### config.mk
export PLATFORM = sky130hd
export DESIGN_NAME = adc_quad_capture
export DESIGN_NICKNAME = d
export VERILOG_FILES = /design/src/rtl/adc_quad_pkg.sv /design/src/rtl/spi_frame_engine.sv /design/src/rtl/adc_quad_capture.sv
export SDC_FILE = /design/constraint.sdc
export NUM_CORES = 1
export LEC_CHECK = 0
export CELL_PAD_IN_SITES_DETAIL_PLACEMENT = 0
export CELL_PAD_IN_SITES_GLOBAL_PLACEMENT = 1
export CORE_ASPECT_RATIO = 0.6
export CORE_MARGIN = 10
export CORE_UTILIZATION = 46
export DETAILED_ROUTE_END_ITERATION = 10
export PLACE_DENSITY = 0.82
export SLEW_MARGIN = 20
export SYNTH_ARGS = -nofsm -noshare
export SYNTH_HDL_FRONTEND = slang
export SYNTH_SLANG_ARGS = --single-unit
### constraint.sdc
create_clock -name clk -period 3.23 [get_ports clk]
set_input_delay 0.323 -clock clk [delete_from_list [all_inputs] [get_ports clk]]
set_output_delay 0.323 -clock clk [all_outputs]
set_load 0.005 [all_outputs]
### src/rtl/adc_quad_pkg.sv
// Shared constants, field positions and FSM encoding for the quad ADC capture engine.
package adc_quad_pkg;

  localparam int FRAME_LEN = 16;
  localparam int N_CH      = 4;
  localparam int SMP_W     = 12;

  // Control word: {start bit, two reserved zeros, addr[2:0], ten zeros}
  localparam logic [2:0] CTRL_HDR = 3'b100;

  // Returned word: {1'b0, tag[2:0], data[11:0]}
  localparam int HDR_BIT  = 15;
  localparam int TAG_MSB  = 14;
  localparam int TAG_LSB  = 12;
  localparam int DATA_MSB = 11;

  typedef enum logic [1:0] {
    ST_IDLE  = 2'd0,
    ST_FRAME = 2'd1,
    ST_QUIET = 2'd2,
    ST_DONE  = 2'd3
  } state_t;

  function automatic logic [FRAME_LEN-1:0] ctrl_word(input logic [2:0] addr);
    return {CTRL_HDR, addr, 10'b0};
  endfunction

endpackage

### src/rtl/spi_frame_engine.sv
// One 16-bit full-duplex SPI frame: SCLK idles high, MOSI launched on falling
// edges (first bit presented as CS_N falls), MISO captured on rising edges.
module spi_frame_engine
  import adc_quad_pkg::*;
#(
  parameter int CLK_DIV = 2
) (
  input  logic                 clk,
  input  logic                 rst,
  input  logic                 go,
  input  logic [FRAME_LEN-1:0] tx_word,
  input  logic                 miso,
  output logic                 sclk,
  output logic                 cs_n,
  output logic                 mosi,
  output logic [FRAME_LEN-1:0] rx_word,
  output logic                 frame_done
);

  localparam int DIV_W  = (CLK_DIV > 1) ? $clog2(CLK_DIV) : 1;
  localparam int EDGE_W = $clog2(2 * FRAME_LEN);
  localparam logic [DIV_W-1:0]  DIV_LAST  = DIV_W'(CLK_DIV - 1);
  localparam logic [EDGE_W-1:0] EDGE_LAST = EDGE_W'(2 * FRAME_LEN - 1);

  logic                 active;
  logic [DIV_W-1:0]     div_cnt;
  logic [EDGE_W-1:0]    edge_cnt;
  logic [FRAME_LEN-2:0] tx_sr;
  logic [FRAME_LEN-2:0] rx_sr;
  logic                 tick;
  logic                 rise;
  logic                 fall_shift;

  // Even edge indices are falling edges, odd ones rising; the very first
  // falling edge launches the bit that is already on MOSI.
  assign tick       = active && (div_cnt == DIV_LAST);
  assign rise       = tick && edge_cnt[0];
  assign fall_shift = tick && !edge_cnt[0] && (edge_cnt != '0);
  assign frame_done = tick && (edge_cnt == EDGE_LAST);

  // The last bit is sampled on the same edge that ends the frame, so the
  // completed word includes the live MISO value.
  assign rx_word = {rx_sr, miso};

  // Frame control: chip select, SCLK divider and edge counter, MOSI launch
  always_ff @(posedge clk or negedge rst) begin
    if (!rst) begin
      active   <= 1'b0;
      cs_n     <= 1'b1;
      sclk     <= 1'b1;
      mosi     <= 1'b0;
      div_cnt  <= '0;
      edge_cnt <= '0;
    end else if (go) begin
      active   <= 1'b1;
      cs_n     <= 1'b0;
      sclk     <= 1'b1;
      mosi     <= tx_word[FRAME_LEN-1];
      div_cnt  <= '0;
      edge_cnt <= '0;
    end else if (active) begin
      if (tick) begin
        div_cnt  <= '0;
        edge_cnt <= edge_cnt + 1'b1;
        sclk     <= ~sclk;
        if (fall_shift) begin
          mosi <= tx_sr[FRAME_LEN-2];
        end
        if (frame_done) begin
          active <= 1'b0;
          cs_n   <= 1'b1;
        end
      end else begin
        div_cnt <= div_cnt + 1'b1;
      end
    end
  end

  // Shift registers: transmit word shifted on falling edges, receive on rising
  always_ff @(posedge clk) begin
    if (go) begin
      tx_sr <= tx_word[FRAME_LEN-2:0];
    end else if (fall_shift) begin
      tx_sr <= {tx_sr[FRAME_LEN-3:0], 1'b0};
    end
    if (rise) begin
      rx_sr <= {rx_sr[FRAME_LEN-3:0], miso};
    end
  end

endmodule

### src/rtl/adc_quad_capture.sv
// Capture engine for the 4-channel current-sense ADC: five pipelined SPI frames
// per start, tag-checked shadow capture, and an atomic update of all four samples.
module adc_quad_capture
  import adc_quad_pkg::*;
#(
  parameter int CLK_DIV = 2,
  parameter int T_QUIET = 4
) (
  input  logic             clk,
  input  logic             rst,
  input  logic             start,
  output logic             sclk,
  output logic             cs_n,
  output logic             mosi,
  input  logic             miso,
  output logic [SMP_W-1:0] adc_a_pos,
  output logic [SMP_W-1:0] adc_a_neg,
  output logic [SMP_W-1:0] adc_b_pos,
  output logic [SMP_W-1:0] adc_b_neg,
  output logic             adc_rdy,
  output logic             adc_err,
  output logic             busy
);

  localparam int QW = (T_QUIET > 1) ? $clog2(T_QUIET) : 1;
  localparam logic [QW-1:0] Q_LAST     = QW'(T_QUIET - 1);
  localparam logic [2:0]    LAST_FRAME = 3'(N_CH);

  state_t                       state;
  state_t                       state_nxt;
  logic [2:0]                   fcnt;
  logic [QW-1:0]                qcnt;
  logic                         go;
  logic                         frame_done;
  logic [FRAME_LEN-1:0]         tx_word;
  logic [FRAME_LEN-1:0]         rx_word;
  logic                         frame_end;
  logic                         cap_en;
  logic                         last_frame;
  logic [1:0]                   cap_ch;
  logic [N_CH-1:0][SMP_W-1:0]   shd;
  logic [N_CH-1:0][SMP_W-1:0]   shd_nxt;
  logic [N_CH-1:0]              shd_ok;
  logic [N_CH-1:0]              ok_nxt;
  logic [N_CH-1:0][SMP_W-1:0]   samp;

  // Frame N+1 returns the conversion requested in frame N, so the final
  // request re-addresses channel 0 only to clock out channel 3.
  assign tx_word    = ctrl_word((fcnt == LAST_FRAME) ? 3'd0 : fcnt);
  assign frame_end  = (state == ST_FRAME) && frame_done;
  assign cap_en     = frame_end && (fcnt != 3'd0);
  assign last_frame = frame_end && (fcnt == LAST_FRAME);
  assign cap_ch     = 2'(fcnt - 3'd1);
  assign busy       = (state != ST_IDLE);

  assign adc_a_pos = samp[0];
  assign adc_a_neg = samp[1];
  assign adc_b_pos = samp[2];
  assign adc_b_neg = samp[3];

  spi_frame_engine #(
    .CLK_DIV(CLK_DIV)
  ) u_spi (
    .clk       (clk),
    .rst       (rst),
    .go        (go),
    .tx_word   (tx_word),
    .miso      (miso),
    .sclk      (sclk),
    .cs_n      (cs_n),
    .mosi      (mosi),
    .rx_word   (rx_word),
    .frame_done(frame_done)
  );

  // Sequencer next state and frame launch
  always_comb begin
    state_nxt = state;
    go        = 1'b0;
    case (state)
      ST_IDLE: begin
        if (start) begin
          go        = 1'b1;
          state_nxt = ST_FRAME;
        end
      end
      ST_FRAME: begin
        if (frame_done) begin
          state_nxt = (fcnt == LAST_FRAME) ? ST_DONE : ST_QUIET;
        end
      end
      ST_QUIET: begin
        if (qcnt == Q_LAST) begin
          go        = 1'b1;
          state_nxt = ST_FRAME;
        end
      end
      ST_DONE: begin
        state_nxt = ST_IDLE;
      end
      default: begin
        state_nxt = ST_IDLE;
      end
    endcase
  end

  // Sequencer state, frame index and inter-frame quiet counter
  always_ff @(posedge clk or negedge rst) begin
    if (!rst) begin
      state <= ST_IDLE;
      fcnt  <= 3'd0;
      qcnt  <= '0;
    end else begin
      state <= state_nxt;
      if ((state == ST_QUIET) && !go) begin
        qcnt <= qcnt + 1'b1;
      end else begin
        qcnt <= '0;
      end
      if (frame_end) begin
        fcnt <= (fcnt == LAST_FRAME) ? 3'd0 : fcnt + 3'd1;
      end
    end
  end

  // Shadow view including the word completing this cycle; a word is valid
  // only with a zero header bit and the tag of the channel it should carry.
  always_comb begin
    shd_nxt = shd;
    ok_nxt  = shd_ok;
    if (cap_en) begin
      shd_nxt[cap_ch] = rx_word[DATA_MSB:0];
      ok_nxt[cap_ch]  = (rx_word[HDR_BIT:TAG_LSB] == {2'b00, cap_ch});
    end
  end

  // Shadow registers, rewritten for every channel on each sequence
  always_ff @(posedge clk) begin
    shd    <= shd_nxt;
    shd_ok <= ok_nxt;
  end

  // Atomic output update and ready/error strobes as the last frame completes
  always_ff @(posedge clk or negedge rst) begin
    if (!rst) begin
      samp    <= '0;
      adc_rdy <= 1'b0;
      adc_err <= 1'b0;
    end else begin
      adc_rdy <= last_frame;
      adc_err <= last_frame && !(&ok_nxt);
      if (last_frame) begin
        for (int i = 0; i < N_CH; i++) begin
          if (ok_nxt[i]) begin
            samp[i] <= shd_nxt[i];
          end
        end
      end
    end
  end

endmodule

# Word-level counts from Yosys, hierarchy flattened
# Index checks and enable logic that the tools add are counted.
[word_totals]
in_bits = 4
register_bits = 139
[op_classes]
n_lt_le_gt_ge = 2
n_bitwise = 1
add_sub_neg = 5
n_reduce_logical = 31
eq_ne = 10
n_mux = 42
[op_table]
columns = ["cell", "n"]
rows = [
  ["48-bit bitwise mux", 1],
  ["48-bit 2-to-1 mux", 1],
  ["13-bit 2-to-1 mux", 2],
  ["12-bit demux with 2-bit select", 1],
  ["1-bit 2-to-1 mux", 22],
  ["5-bit 2-to-1 mux", 3],
  ["12-bit 2-to-1 mux", 1],
  ["1-bit logical AND", 11],
  ["2-bit AND reduction", 5],
  ["2-bit nonzero test", 5],
  ["3-bit AND reduction", 3],
  ["2-bit 2-to-1 mux", 4],
  ["2-bit case mux with 4 select lines", 1],
  ["2-bit equality test (second input constant)", 3],
  ["3-bit 2-to-1 mux", 2],
  ["2-bit inequality test (second input constant)", 3],
  ["5-bit by 1-bit adder with 5-bit output (second input constant)", 1],
  ["5-bit equality test (second input constant)", 1],
  ["5-bit nonzero test", 1],
  ["4-bit bitwise mux", 1],
  ["4-bit by 2-bit equality test with 1-bit output", 1],
  ["4-bit 2-to-1 mux", 1],
  ["4-bit AND reduction", 1],
  ["3-bit by 1-bit adder with 3-bit output (second input constant)", 1],
  ["13 further kinds", 15],
]

# Logic depth before layout (Yosys ltp)
# Gate-level depths: netlist (run 1).
[depth]
word_depth = 10
mapped_depth = 10
depth_no_buf = 8

# Cells and area by module
# From an unflattened synthesis (run 1), not the netlist that was laid out.
[unflattened]
cells_unflattened = 357
hier_area_um2 = 5331.4
[modules_own_cells]
columns = ["module", "instances", "seq_area_each_um2", "cells_per_inst", "area_per_inst_um2"]
rows = [
  ["adc_quad_capture", 1, 2207.1, 256, 3727.3],
  ["spi_frame_engine", 1, 1153.6, 101, 1604.0],
]

# Worst setup path after synthesis (run 1)
# OpenSTA, ideal clock, no wires.
[synth_path]
kind = "register to register"
startpoint = "register u_spi.edge_cnt[0]"
endpoint = "register samp, in the netlist adc_b_pos[0]"
path_slack_ps = 802
stages_incl_launch_ff = 9
setup_time_ps = 125
t_arrival_ps = 2304
path_buffers = 1
cell_sequence = "dfrtp_1 > ha_1 > and3_1 > ha_1 > nand4_4 > nor4b_4 > buf_4 > mux2_2 > mux2_2"
[synth_rtl]
columns = ["item", "line_no", "rtl"]
rows = [
  ["from (decl)", "spi_frame_engine.sv:27", "logic [EDGE_W-1:0] edge_cnt;"],
  ["from (signal assigned)", "spi_frame_engine.sv:64", "edge_cnt <= edge_cnt + 1'b1;"],
  ["to (signal, indexed assignment)", "adc_quad_capture.sv:155", "samp[i] <= shd_nxt[i];"],
  ["to (decl)", "adc_quad_capture.sv:45", "logic [N_CH-1:0][SMP_W-1:0] samp;"],
]

==> summary.txt, run 1 <==
Die
  – Num ports: 58
  – Site row count: 29
  – Floorplan core area: roughly 10000 µm²
  – Die ar.: 15300 µm²
  – Die Span X: 153 µm
  – Initial standard-cell utilization of the core: 46.8%
  – Die Y-Extent: 99.8 µm

Synth
  – Largest family of logic cells by synthesized area: multiplexers
  – Most numerous cell in the Yosys netlist: sky130_fd_sc_hd__mux2_2
  – Proportion of synthesized chip area in sequential cells: 62.2%
  – EDFF count, synth: 18
  – Multiplexer share of the synthesized area: 21.6%
  – Leading cell types by count after synthesis: sky130_fd_sc_hd__mux2_2, sky130_fd_sc_hd__dfrtp_1, sky130_fd_sc_hd__dfxtp_1
  – Total of warnings raised by yosys: 0
  – Count of different cell masters after synthesis: 41
  – Area share of fa/ha/maj cells after synthesis: 2.05%
  – Average instance area after synthesis: 14.9 µm²
  – Synthesized-area fraction occupied by ao, oa, aoi and oai cells: 2.64%
  – Synthesized-area fraction occupied by and/or/nand/nor cells: 7.73%
  – Synthesized net count: 341
  – Cell types with the largest area share after synthesis: sky130_fd_sc_hd__dfrtp_1, sky130_fd_sc_hd__mux2_2, sky130_fd_sc_hd__dfxtp_1, sky130_fd_sc_hd__edfxtp_1, sky130_fd_sc_hd__mux2_4
  – Synthesized instance count: 329
  – Flip-flop cell with the highest count after synthesis: sky130_fd_sc_hd__dfrtp_1
  – Yosys top cell area share: 33.3%
  – Synthesized flop and latch total: around 130
  – Area of the mapped netlist: 4890 µm²
  – Library cell with the largest summed area after synthesis: sky130_fd_sc_hd__dfrtp_1
  – Fraction of synthesis flops using an asynchronous set or reset pin: 53.2%
  – Post-synthesis xor/xnor area fraction: 1.25%

Place
  – Post-DP Area: 5570 µm²
  – Inst Count DP: 518
  – HPWL after DPL: roughly 6900 µm
  – Port buffer count: 57
  – GP Congestion: 0.772

Global route
  – Number of global-route vias before repair: 2943
  – Total congestion overflow: 0
  – First-pass GRT wire length: between 15000 and 20000 µm
  – Antenna violations before repair: 0
  – Total routing usage reported by global routing: a little over an eighth
  – Maximum number of pins on one net before global-route repair: 36

Clocking
  – Gates resized, CTS repair: 0
  – Reg clk slew, reported paths: roughly 0.050 ns
  – Root Driver: sky130_fd_sc_hd__clkbuf_16
  – Clock tree from TritonCTS: built
  – Post-CTS Setup Bufs: 0
  – CTS H-tree lvls: 4
  – CTS Hold Bufs: 0
  – TritonCTS Buffers: 17
  – Clock tree sinks: about 130
  – Clock latency of the later-clocked register in the worst-skew pair: 0.41 ns
  – Max Root-Sink Buffers: 2

Cells and area
  – Total of fill cells in the finished design: 816
  – Layout cells sized above 1: roughly a third
  – Antenna diode instance count: 0
  – Final instance count without filler cells: between 500 and 600
  – Share of the core filled with cells: 59.1%
  – Layout Area Growth over Synthesis: 26.5%
  – Number of nets in the layout: 410
  – Final standard cell area without fillers: 6180 µm²

Pwr
  – Relative contribution of the clock network to total power: a little over two fifths
  – Sequential Power Share: between 40% and 50%
  – Max VDD drop: 0.435 mV
  – Switching power total: 1.15 mW
  – Int Pwr: about 3.3 mW
  – Power per unit of standard cell area: between 700 and 800 nW/µm²
  – Combinational group share of total power: 11.5%
  – PnR Total Power: between 4 and 5 mW
  – Switching share of power: 25.7%
  – Leakage power figure: 2.74 nW

Timing
  – Max-slew headroom at the worst pin: 40.7%
  – Final hold violation count: 0
  – Highest clock frequency the design can meet: roughly 360 MHz
  – Clock skew after layout: 0.00590 ns
  – Final number of max-transition violations: 0
  – Minimum clock period after layout: 2.81 ns
  – Sum of negative setup slack: 0 ns
  – Final Cycle Share: 86.9%
  – Unrepaired setup endpoints after global routing: no
  – Transition time of the tightest slew-check pin: 0.889 ns
  – Final setup fails: 0

Critical path
  – Type of element launching the critical path: flip-flop
  – R2R cell count: 8
  – Element type at the critical path end: flip-flop
  – Critical Path RT: 3.52 ns
  – Maximum fanout along the worst path: 8
  – Critical path class: reg -> reg
  – Arrival time reported for the critical path endpoint: 3.10 ns

Drt
  – Number of DRC violations after detailed routing: 0
  – Number of vias in the routed layout: 2784
  – Routed wire length: approximately 10000 µm
  – WL per Instance: 18.2 µm
  – Number of violations reported at the end of detailed-routing iteration 0: 138
  – Detailed-router iteration count before antenna repair: 6
  – Via count normalized by instance count: ~5.1
  – Number of nets still failing antenna checks after routing: 0

Run status
  – Run status: completed

Hold path
  – Path class of the lowest-slack min-delay path: in -> async

Job
  – Max-capacitance violation count: 0
==> routing by layer <==
metal	wire (µm)	GRT usage, %	up-vias	share of wire (%)
li1	-	-	1308	-
met1	4810	17.9	1404	48
met2	4470	20.2	57	45
met3	578	5.72	15	5.8
met4	123	4.53	0	1.2
met5	0	0	-	0
==> registers in the layout (all words and copies together), names as in the netlist <==
signal,cells
adc_a_neg,12
u_spi.cs_n,1
adc_err,1
u_spi.rx_sr,15
u_spi.active,1
qcnt,2
adc_a_pos,12
u_spi.mosi,1
u_spi.sclk,1
u_spi.tx_sr,5
shd_ok,3
u_spi.edge_cnt,5
state,2
fcnt,3
adc_rdy,1
shd,36
adc_b_pos,12
u_spi.div_cnt,1
adc_b_neg,12
==> stage by stage <==
stage,setup WS (ns),hold slack (ns)
finish,0.422,0.0156
global placement,0.491,0.422
detailed placement,0.419,0.430
global route,0.213,0.0584
CTS,0.408,0.0321
floorplan,0.802,0.0274
==> cell type report <==
cell class | count | area (µm²) | share of cell area [%]
sequential | 126 | 3040 | 49.2
multi-input combinational | 185 | 1720 | 27.9
tap | 139 | 174 | 2.81
clock inverter | 10 | 134 | 2.17
inverter | 5 | 23.8 | 0.385
clock buffer | 22 | 475 | 7.69
timing repair buffer | 63 | 611 | 9.88
==> power groups by stage <==
stage	Sequential, mW	Clock (mW)	Combinational, mW
4_1_cts	2.04	1.97	0.524
3_5_place_dp	2.06	0	0.517
5_1_grt	2.07	2.04	0.592
2_1_floorplan	1.99	0	0.362
3_3_place_gp	2.06	0	0.500
6_report	2.04	1.93	0.516
==> kinds of logic (layout without fill, tap and decap cells) <==
logic type | count (synthesis) | count (layout)
AO/OA/AOI/OAI | 17 | 17
flip-flops | 126 | 126
multiplexers | 91 | 91
buffers and inverters | 18 | 100
AND/OR/NAND/NOR | 62 | 62
XOR/XNOR | 7 | 7
adder cells (fa/ha/maj) | 8 | 8
==> cells in the final DEF (no fill, tap or decap), types with 4 or more instances in the layout <==
master | Yosys | routed
sky130_fd_sc_hd__and3_1 | 4 | 4
sky130_fd_sc_hd__buf_4 | 3 | 6
sky130_fd_sc_hd__clkbuf_16 | 0 | 18
sky130_fd_sc_hd__clkdlybuf4s50_1 | 0 | 56
sky130_fd_sc_hd__clkinv_2 | 0 | 4
sky130_fd_sc_hd__dfrtp_1 | 65 | 65
sky130_fd_sc_hd__dfxtp_1 | 41 | 41
sky130_fd_sc_hd__edfxtp_1 | 18 | 18
sky130_fd_sc_hd__ha_1 | 8 | 8
sky130_fd_sc_hd__inv_1 | 4 | 4
sky130_fd_sc_hd__mux2_2 | 75 | 75
sky130_fd_sc_hd__mux2_4 | 9 | 9
sky130_fd_sc_hd__mux2i_1 | 4 | 4
sky130_fd_sc_hd__nand2_1 | 20 | 20
sky130_fd_sc_hd__nand2b_1 | 4 | 4
sky130_fd_sc_hd__nor2_1 | 14 | 14
sky130_fd_sc_hd__o21ai_0 | 7 | 7
sky130_fd_sc_hd__xor2_1 | 4 | 4
==> path summary, 6_finish.rpt <==
kind	from	endpoint	slack [ns]
max	u_spi.edge_cnt[0]	adc_a_neg[11]	0.42
min	rst	adc_a_pos[10]	0.02
max reg2reg	u_spi.edge_cnt[0]	adc_a_neg[11]	0.42
min reg2reg	qcnt[0]	qcnt[0]	0.43
max in group asynchronous	rst	u_spi.cs_n	2.41
min in group clk	qcnt[0]	qcnt[0]	0.43
==> critical path, stage by stage, from the launching register on <==
cell and delay, ns:
sky130_fd_sc_hd__dfrtp_1 0.42, sky130_fd_sc_hd__ha_1 0.19, sky130_fd_sc_hd__and3_1 0.16, sky130_fd_sc_hd__ha_1 0.23, sky130_fd_sc_hd__nand4_4 0.22, sky130_fd_sc_hd__nor4b_4 0.60, sky130_fd_sc_hd__buf_4 0.26, sky130_fd_sc_hd__mux2_2 0.35
sky130_fd_sc_hd__mux2_2 0.27
Note: power is estimated with default switching activity, not from simulation.
==> run 2, diff against run 1 <==
--- a/config.mk
+++ b/config.mk
@@ -9,9 +9,11 @@
 export CELL_PAD_IN_SITES_GLOBAL_PLACEMENT = 1
 export CORE_ASPECT_RATIO = 0.6
 export CORE_MARGIN = 10
-export CORE_UTILIZATION = 46
+export CORE_UTILIZATION = 48
+export CTS_BUF_LIST = sky130_fd_sc_hd__clkbuf_4 sky130_fd_sc_hd__clkbuf_8
 export DETAILED_ROUTE_END_ITERATION = 10
-export PLACE_DENSITY = 0.82
+export MAX_ROUTING_LAYER = met4
+export PLACE_DENSITY = 0.85
 export SLEW_MARGIN = 20
 export SYNTH_ARGS = -nofsm -noshare
 export SYNTH_HDL_FRONTEND = slang
==> summary.txt, run 2 (synthesis results as in run 1) <==
Run status
  – Run status: completed (unchanged)

Timing
  – Unrepaired setup endpoints after global routing: no (unchanged)
  – Highest clock frequency the design can meet: 361 MHz (was 356 MHz)
  – Final number of max-transition violations: 0 (unchanged)
  – Sum of negative setup slack: 0 ns (unchanged)
  – Final Cycle Share: 85.7% (was 86.9%)
  – Max-slew headroom at the worst pin: 42.9% (was 40.7%)
  – Minimum clock period after layout: 2.77 ns (was 2.81 ns)
  – Clock skew after layout: 0.0183 ns (was 0.00590 ns)
  – Final setup fails: 0 (unchanged)
  – Final hold violation count: 0 (unchanged)
  – Transition time of the tightest slew-check pin: 0.850 ns (was 0.889 ns)
  – Worst-case setup margin in the final layout: 0.462 ns (was 0.422 ns)

Global route
  – Total routing usage reported by global routing: 14.0% (was 13.7%)
  – First-pass GRT wire length: 15500 µm (was 16500 µm)
  – Number of global-route vias before repair: 2858 (was 2943)
  – Total congestion overflow: 0 (unchanged)
  – Maximum number of pins on one net before global-route repair: 28 (was 36)
  – Antenna violations before repair: 0 (unchanged)

Cells and area
  – Layout Area Growth over Synthesis: 22.6% (was 26.5%)
  – Flip-flop count of the largest register after layout: 36 (unchanged)
  – Leading cell type in the layout, fill and taps excluded: sky130_fd_sc_hd__mux2_2 (unchanged)
  – Final standard cell area without fillers: 5990 µm² (was 6180 µm²)
  – Registers with the highest flip-flop counts: shd (36), u_spi.rx_sr (15) (unchanged)
  – Antenna diode instance count: 0 (unchanged)
  – Number of nets in the layout: 411 (was 410)
  – Largest register by flop count: shd (unchanged)
  – Layout cells sized above 1: 33.5% (was 32.8%)
  – Total of fill cells in the finished design: 771 (was 816)
  – Highest-count cells in the layout ignoring fill and taps: sky130_fd_sc_hd__mux2_2, sky130_fd_sc_hd__dfrtp_1, sky130_fd_sc_hd__clkdlybuf4s50_1, sky130_fd_sc_hd__dfxtp_1, sky130_fd_sc_hd__nand2_1 (unchanged)

Pwr
  – Int Pwr: 2.87 mW (was 3.33 mW)
  – Sequential Power Share: 51.2% (was 45.4%)
  – Relative contribution of the clock network to total power: 36.0% (was 43.1%)
  – Max VDD drop: 0.332 mV (was 0.435 mV)
  – Leakage power figure: 2.65 nW (was 2.74 nW)
  – Power per unit of standard cell area: 660 nW/µm² (was 726 nW/µm²)
  – Combinational group share of total power: 12.9% (was 11.5%)
  – Switching share of power: 27.4% (was 25.7%)
  – Switching power total: 1.08 mW (was 1.15 mW)

Drt
  – Detailed-router iteration count before antenna repair: 4 (was 6)
  – Number of violations reported at the end of detailed-routing iteration 0: 158 (was 138)
  – Number of vias in the routed layout: 2764 (was 2784)
  – Number of DRC violations after detailed routing: 0 (unchanged)
  – WL per Instance: 17.7 µm (was 18.2 µm)
  – Routed wire length: 9690 µm (was 9990 µm)
  – Via count normalized by instance count: 5.05 (was 5.06)
  – Number of nets still failing antenna checks after routing: 0 (unchanged)

Die
  – Die ar.: 14700 µm² (was 15300 µm²)
  – Die Span X: 150 µm (was 153 µm)
  – Floorplan core area: 9880 µm² (was 10500 µm²)
  – Die Y-Extent: 98.2 µm (was 99.8 µm)
  – Site row count: 28 (was 29)
  – Num ports: 58 (unchanged)
  – Initial standard-cell utilization of the core: 49.5% (was 46.8%)

Place
  – Post-DP Area: 5570 µm² (about the same)
  – Port buffer count: 57 (unchanged)
  – Post-Place Setup Slack: 0.463 ns (was 0.419 ns)
  – HPWL after DPL: 6710 µm (was 6930 µm)
  – GP Congestion: 0.808 (was 0.772)

Clocking
  – CTS H-tree lvls: 4 (unchanged)
  – Clock latency of the later-clocked register in the worst-skew pair: 0.44 ns (was 0.41 ns)
  – Reg clk slew, reported paths: 0.07 ns (was 0.05 ns)
  – Max Root-Sink Buffers: 2 (unchanged)
  – Clock tree from TritonCTS: built (unchanged)
  – Root Driver: sky130_fd_sc_hd__clkbuf_8 (was sky130_fd_sc_hd__clkbuf_16)
  – Clock tree sinks: 126 (unchanged)
  – TritonCTS Buffers: 17 (unchanged)

Critical path
  – Critical path class: reg -> reg (unchanged)
  – Arrival time reported for the critical path endpoint: 3.07 ns (was 3.10 ns)
  – Element type at the critical path end: flip-flop (unchanged)
  – Maximum fanout along the worst path: 12 (was 8)
  – Type of element launching the critical path: flip-flop (unchanged)
  – Critical Path RT: 3.54 ns (was 3.52 ns)

Hold path
  – Path class of the lowest-slack min-delay path: in -> async (unchanged)

Job
  – Max-capacitance violation count: 0 (unchanged)
==> run 2: cell count changes in the layout (fill, tap and decap cells not counted), moves of 2 or more <==
cell | previous run | this run
sky130_fd_sc_hd__clkbuf_16 | 18 | 0
sky130_fd_sc_hd__clkbuf_8 | 1 | 19
sky130_fd_sc_hd__clkbuf_1 | 3 | 0
sky130_fd_sc_hd__clkbuf_4 | 0 | 2
sky130_fd_sc_hd__clkinvlp_4 | 0 | 2
==> run 2: final cells by class <==
cell class	count	area (µm²)	share of cell area, %
sequential	126	3040	50.7
timing repair buffer	64	621	10.4
clock inverter	11	140	2.34
inverter	5	23.8	0.397
multi-input combinational	185	1720	28.7
clock buffer	21	277	4.61
tap	135	169	2.82
==> run 2: critical path, cell delays in order, from the launching register on <==
cell                      delay, ns
sky130_fd_sc_hd__dfrtp_1       0.42
sky130_fd_sc_hd__ha_1          0.19
sky130_fd_sc_hd__and3_1        0.15
sky130_fd_sc_hd__ha_1          0.24
sky130_fd_sc_hd__nand4_4       0.21
sky130_fd_sc_hd__or3_1         0.54
sky130_fd_sc_hd__a21oi_4       0.50
sky130_fd_sc_hd__mux2_2        0.39
==> run 2: final timing paths <==
| path | start | end | slack, ns | cells after the start |
|---|---|---|---|---|
| min in group clk | qcnt[0] | qcnt[0] | 0.43 | 1 |
| worst max-delay path | u_spi.edge_cnt[0] | adc_a_neg[4] | 0.46 | 7 |
| worst min-delay path | rst | adc_a_pos[1] | 0.38 | 2 |
| max in group asynchronous | rst | adc_b_pos[4] | 2.09 | 3 |
| worst min register to register | qcnt[0] | qcnt[0] | 0.43 | 1 |
| worst max register to register | u_spi.edge_cnt[0] | adc_a_neg[4] | 0.46 | 7 |
==> run 2: power by group through the flow <==
| stage | sequential (mW) | combinational (mW) | clock (mW) |
|---|---|---|---|
| floorplan | 1.99 | 0.362 | 0 |
| global placement | 2.05 | 0.497 | 0 |
| detailed placement | 2.05 | 0.508 | 0 |
| CTS | 2.02 | 0.515 | 1.44 |
| global route | 2.05 | 0.568 | 1.52 |
| finish | 2.02 | 0.508 | 1.42 |
==> run 2: through the flow <==
stage	std cells	total power, mW	util, %	hold slack, ns
2_1_floorplan	329	2.35	-	0.0274
3_3_place_gp	514	2.55	56.3	0.306
3_5_place_dp	514	2.56	56.3	0.308
4_1_cts	547	3.98	60.7	0.372
5_1_grt	547	4.14	60.7	0.410
6_report	547	3.95	60.7	0.382
==> run 2: layer usage <==
metal / part of all wire, % / global-route usage (%) / up-vias / routed length, µm
met2: 45 / 19.4 / 74 / 4390
met3: 6.7 / 4.79 / 5 / 649
li1: - / - / 1296 / -
met5: 0 / - / - / 0
met4: 0.69 / 6.25 / 0 / 67
met1: 47 / 18.0 / 1389 / 4580
==> run 2: what timing repair did <==
item                      in CTS  in global routing
hold endpoints to repair      17                  0
setup buffers                  0                  0
gates resized for setup        0                  0
hold buffers                   1                  0
==> run 3, diff against run 2 <==
--- a/config.mk
+++ b/config.mk
@@ -7,7 +7,7 @@
 export LEC_CHECK = 0
 export CELL_PAD_IN_SITES_DETAIL_PLACEMENT = 0
 export CELL_PAD_IN_SITES_GLOBAL_PLACEMENT = 1
-export CORE_ASPECT_RATIO = 0.6
+export CORE_ASPECT_RATIO = 0.8
 export CORE_MARGIN = 10
 export CORE_UTILIZATION = 48
 export CTS_BUF_LIST = sky130_fd_sc_hd__clkbuf_4 sky130_fd_sc_hd__clkbuf_8
==> summary.txt, run 3 (synthesis results as in run 1) <==
Run status
  – Run status: completed (unchanged)

Cells and area
  – Number of nets in the layout: 410 (was 411)
  – Leading cell type in the layout, fill and taps excluded: sky130_fd_sc_hd__mux2_2 (unchanged)
  – Total of fill cells in the finished design: 760 (was 771)
  – Registers with the highest flip-flop counts: shd (36), u_spi.rx_sr (15) (unchanged)
  – Multi-input gate area: 1720 µm² (unchanged)
  – Highest-count cells in the layout ignoring fill and taps: sky130_fd_sc_hd__mux2_2, sky130_fd_sc_hd__dfrtp_1, sky130_fd_sc_hd__clkdlybuf4s50_1, sky130_fd_sc_hd__dfxtp_1, sky130_fd_sc_hd__nand2_1 (unchanged)
  – Combined flip-flop and latch cell area: 3040 µm² (unchanged)
  – Antenna diode instance count: 0 (unchanged)
  – Flip-flop count of the largest register after layout: 36 (unchanged)
  – Layout cells sized above 1: 33.3% (was 33.5%)
  – Layout Area Growth over Synthesis: 22.9% (was 22.6%)
  – Largest register by flop count: shd (unchanged)

Job
  – Max-capacitance violation count: 0 (unchanged)

Global route
  – Maximum number of pins on one net before global-route repair: 68 (was 28)
  – First-pass GRT wire length: 15100 µm (was 15500 µm)
  – Number of global-route vias before repair: 2899 (was 2858)
  – Total congestion overflow: 0 (unchanged)
  – Antenna violations before repair: 0 (unchanged)
  – Total routing usage reported by global routing: 13.8% (was 14.0%)

Hold path
  – Path class of the lowest-slack min-delay path: in -> async (unchanged)

Die
  – Die Span X: 133 µm (was 150 µm)
  – Site row count: 32 (was 28)
  – Num ports: 58 (unchanged)
  – Floorplan core area: 9770 µm² (was 9880 µm²)
  – Initial standard-cell utilization of the core: 50.0% (was 49.5%)
  – Die Y-Extent: 110 µm (was 98.2 µm)
  – Die ar.: 14600 µm² (was 14700 µm²)

Drt
  – Number of nets still failing antenna checks after routing: 0 (unchanged)
  – Number of violations reported at the end of detailed-routing iteration 0: 167 (was 158)
  – Via count normalized by instance count: 4.94 (was 5.05)
  – Detailed-router iteration count before antenna repair: 4 (unchanged)
  – Routed wire length: 9210 µm (was 9690 µm)
  – Number of vias in the routed layout: 2703 (was 2764)
  – WL per Instance: 16.8 µm (was 17.7 µm)
  – Number of DRC violations after detailed routing: 0 (unchanged)

Timing
  – Final hold violation count: 0 (unchanged)
  – Sum of negative setup slack: 0 ns (unchanged)
  – Clock skew after layout: 0.0137 ns (was 0.0183 ns)
  – Unrepaired setup endpoints after global routing: no (unchanged)
  – Max-slew headroom at the worst pin: 43.0% (was 42.9%)
  – Transition time of the tightest slew-check pin: 0.855 ns (was 0.850 ns)
  – Final Cycle Share: 85.8% (was 85.7%)
  – Final number of max-transition violations: 0 (unchanged)
  – Highest clock frequency the design can meet: 361 MHz (about the same)
  – Final setup fails: 0 (unchanged)
  – Minimum clock period after layout: 2.77 ns (about the same)

Clocking
  – Clock latency of the later-clocked register in the worst-skew pair: 0.43 ns (was 0.44 ns)
  – TritonCTS Buffers: 17 (unchanged)
  – CTS H-tree lvls: 4 (unchanged)
  – Gates resized, CTS repair: 0 (unchanged)
  – Clock tree sinks: 126 (unchanged)
  – Reg clk slew, reported paths: 0.08 ns (was 0.07 ns)
  – CTS Hold Bufs: 1 (unchanged)
  – Root Driver: sky130_fd_sc_hd__clkbuf_8 (unchanged)
  – Max Root-Sink Buffers: 2 (unchanged)
  – Post-CTS Setup Bufs: 0 (unchanged)
  – Clock tree from TritonCTS: built (unchanged)

Pwr
  – Sequential Power Share: 51.1% (was 51.2%)
  – Int Pwr: 2.86 mW (was 2.87 mW)
  – Switching share of power: 27.6% (was 27.4%)
  – Leakage power figure: 2.64 nW (was 2.65 nW)
  – Combinational group share of total power: 12.9% (about the same)
  – PnR Total Power: 3.95 mW (about the same)
  – Power per unit of standard cell area: 658 nW/µm² (was 660 nW/µm²)
  – Switching power total: 1.09 mW (was 1.08 mW)
  – Max VDD drop: 0.331 mV (was 0.332 mV)
  – Relative contribution of the clock network to total power: 36.0% (about the same)

Place
  – Port buffer count: 57 (unchanged)
  – HPWL after DPL: 6320 µm (was 6710 µm)
  – GP Congestion: 0.773 (was 0.808)

Critical path
  – R2R cell count: 8 (was 7)
  – Worst-case register-to-register setup slack: 0.46 ns (about the same)
  – Arrival time reported for the critical path endpoint: 3.08 ns (was 3.07 ns)
  – Critical Path RT: 3.54 ns (about the same)
  – Critical path class: reg -> reg (unchanged)
  – Launch point of the worst path: u_spi.edge_cnt[0] (unchanged)
  – Type of element launching the critical path: flip-flop (unchanged)
  – Start of the worst register-to-register path: u_spi.edge_cnt[0] (unchanged)
  – Maximum fanout along the worst path: 8 (was 12)
  – Element type at the critical path end: flip-flop (unchanged)
  – Reg2reg end: adc_a_pos[5] (was adc_a_neg[4])
  – Worst setup path end: adc_a_pos[5] (was adc_a_neg[4])
## run 3: cell types whose count changed in the layout (fill, tap and decap cells not counted), sizes merged
cell | before | now
buf | 7 | 6
clkbuf | 21 | 19
clkinvlp | 2 | 4
inv | 5 | 6
clkinv | 6 | 5
## run 3: power by group through the flow
stage               Clock [mW]  Sequential, mW  Combinational [mW]
finish                    1.42            2.02               0.510
floorplan                    0            1.99               0.362
global route              1.53            2.04               0.583
detailed placement           0            2.05               0.508
global placement             0            2.05               0.498
CTS                       1.45            2.02               0.514
## run 3: stage by stage
stage	util [%]	cells	hold slack (ns)	setup slack (ns)	cell area (µm²)
2_1_floorplan	-	329	0.0274	0.802	4890
3_3_place_gp	57.0	514	0.376	0.506	5570
3_5_place_dp	57.0	514	0.377	0.448	5570
4_1_cts	61.5	547	0.433	0.436	6000
5_1_grt	61.5	547	0.449	0.280	6000
6_report	61.5	547	0.441	0.459	6000
## run 3: area by class of cell
cell class	instances	share of cell area, %
flip-flops and latches	126	50.6
well taps	136	2.83
clock inverters	13	2.69
clock buffers	19	4.36
multi-input cells	185	28.7
repair buffers	63	10.4
inverters	5	0.396
## run 3: worst min-delay path by stage
stage                        endpoint    start  cells past startpoint
floorplan                adc_a_neg[0]      rst                      0
global placement    u_spi.edge_cnt[2]      rst                      2
detailed placement  u_spi.edge_cnt[2]      rst                      2
CTS                 u_spi.edge_cnt[4]      rst                      3
global route                  qcnt[0]  qcnt[0]                      1
finish              u_spi.edge_cnt[4]      rst                      3
## run 3: worst max-delay path, stage by stage, from the launching register on
cell	delay [ns]
sky130_fd_sc_hd__dfrtp_1	0.43
sky130_fd_sc_hd__ha_1	0.19
sky130_fd_sc_hd__and3_1	0.15
sky130_fd_sc_hd__ha_1	0.23
sky130_fd_sc_hd__nand4_4	0.22
sky130_fd_sc_hd__nor4b_4	0.52
sky130_fd_sc_hd__buf_4	0.28
sky130_fd_sc_hd__mux2_2	0.36
sky130_fd_sc_hd__mux2_2	0.26
## run 3: per-layer routing
layer	GRT usage (%)	routed length (µm)	vias up	share of wire, %
li1	-	-	1295	-
met1	17.6	4610	1356	50
met2	19.9	4150	47	45
met3	4.20	382	5	4.1
met4	6.03	74	0	0.80
met5	-	0	-	0
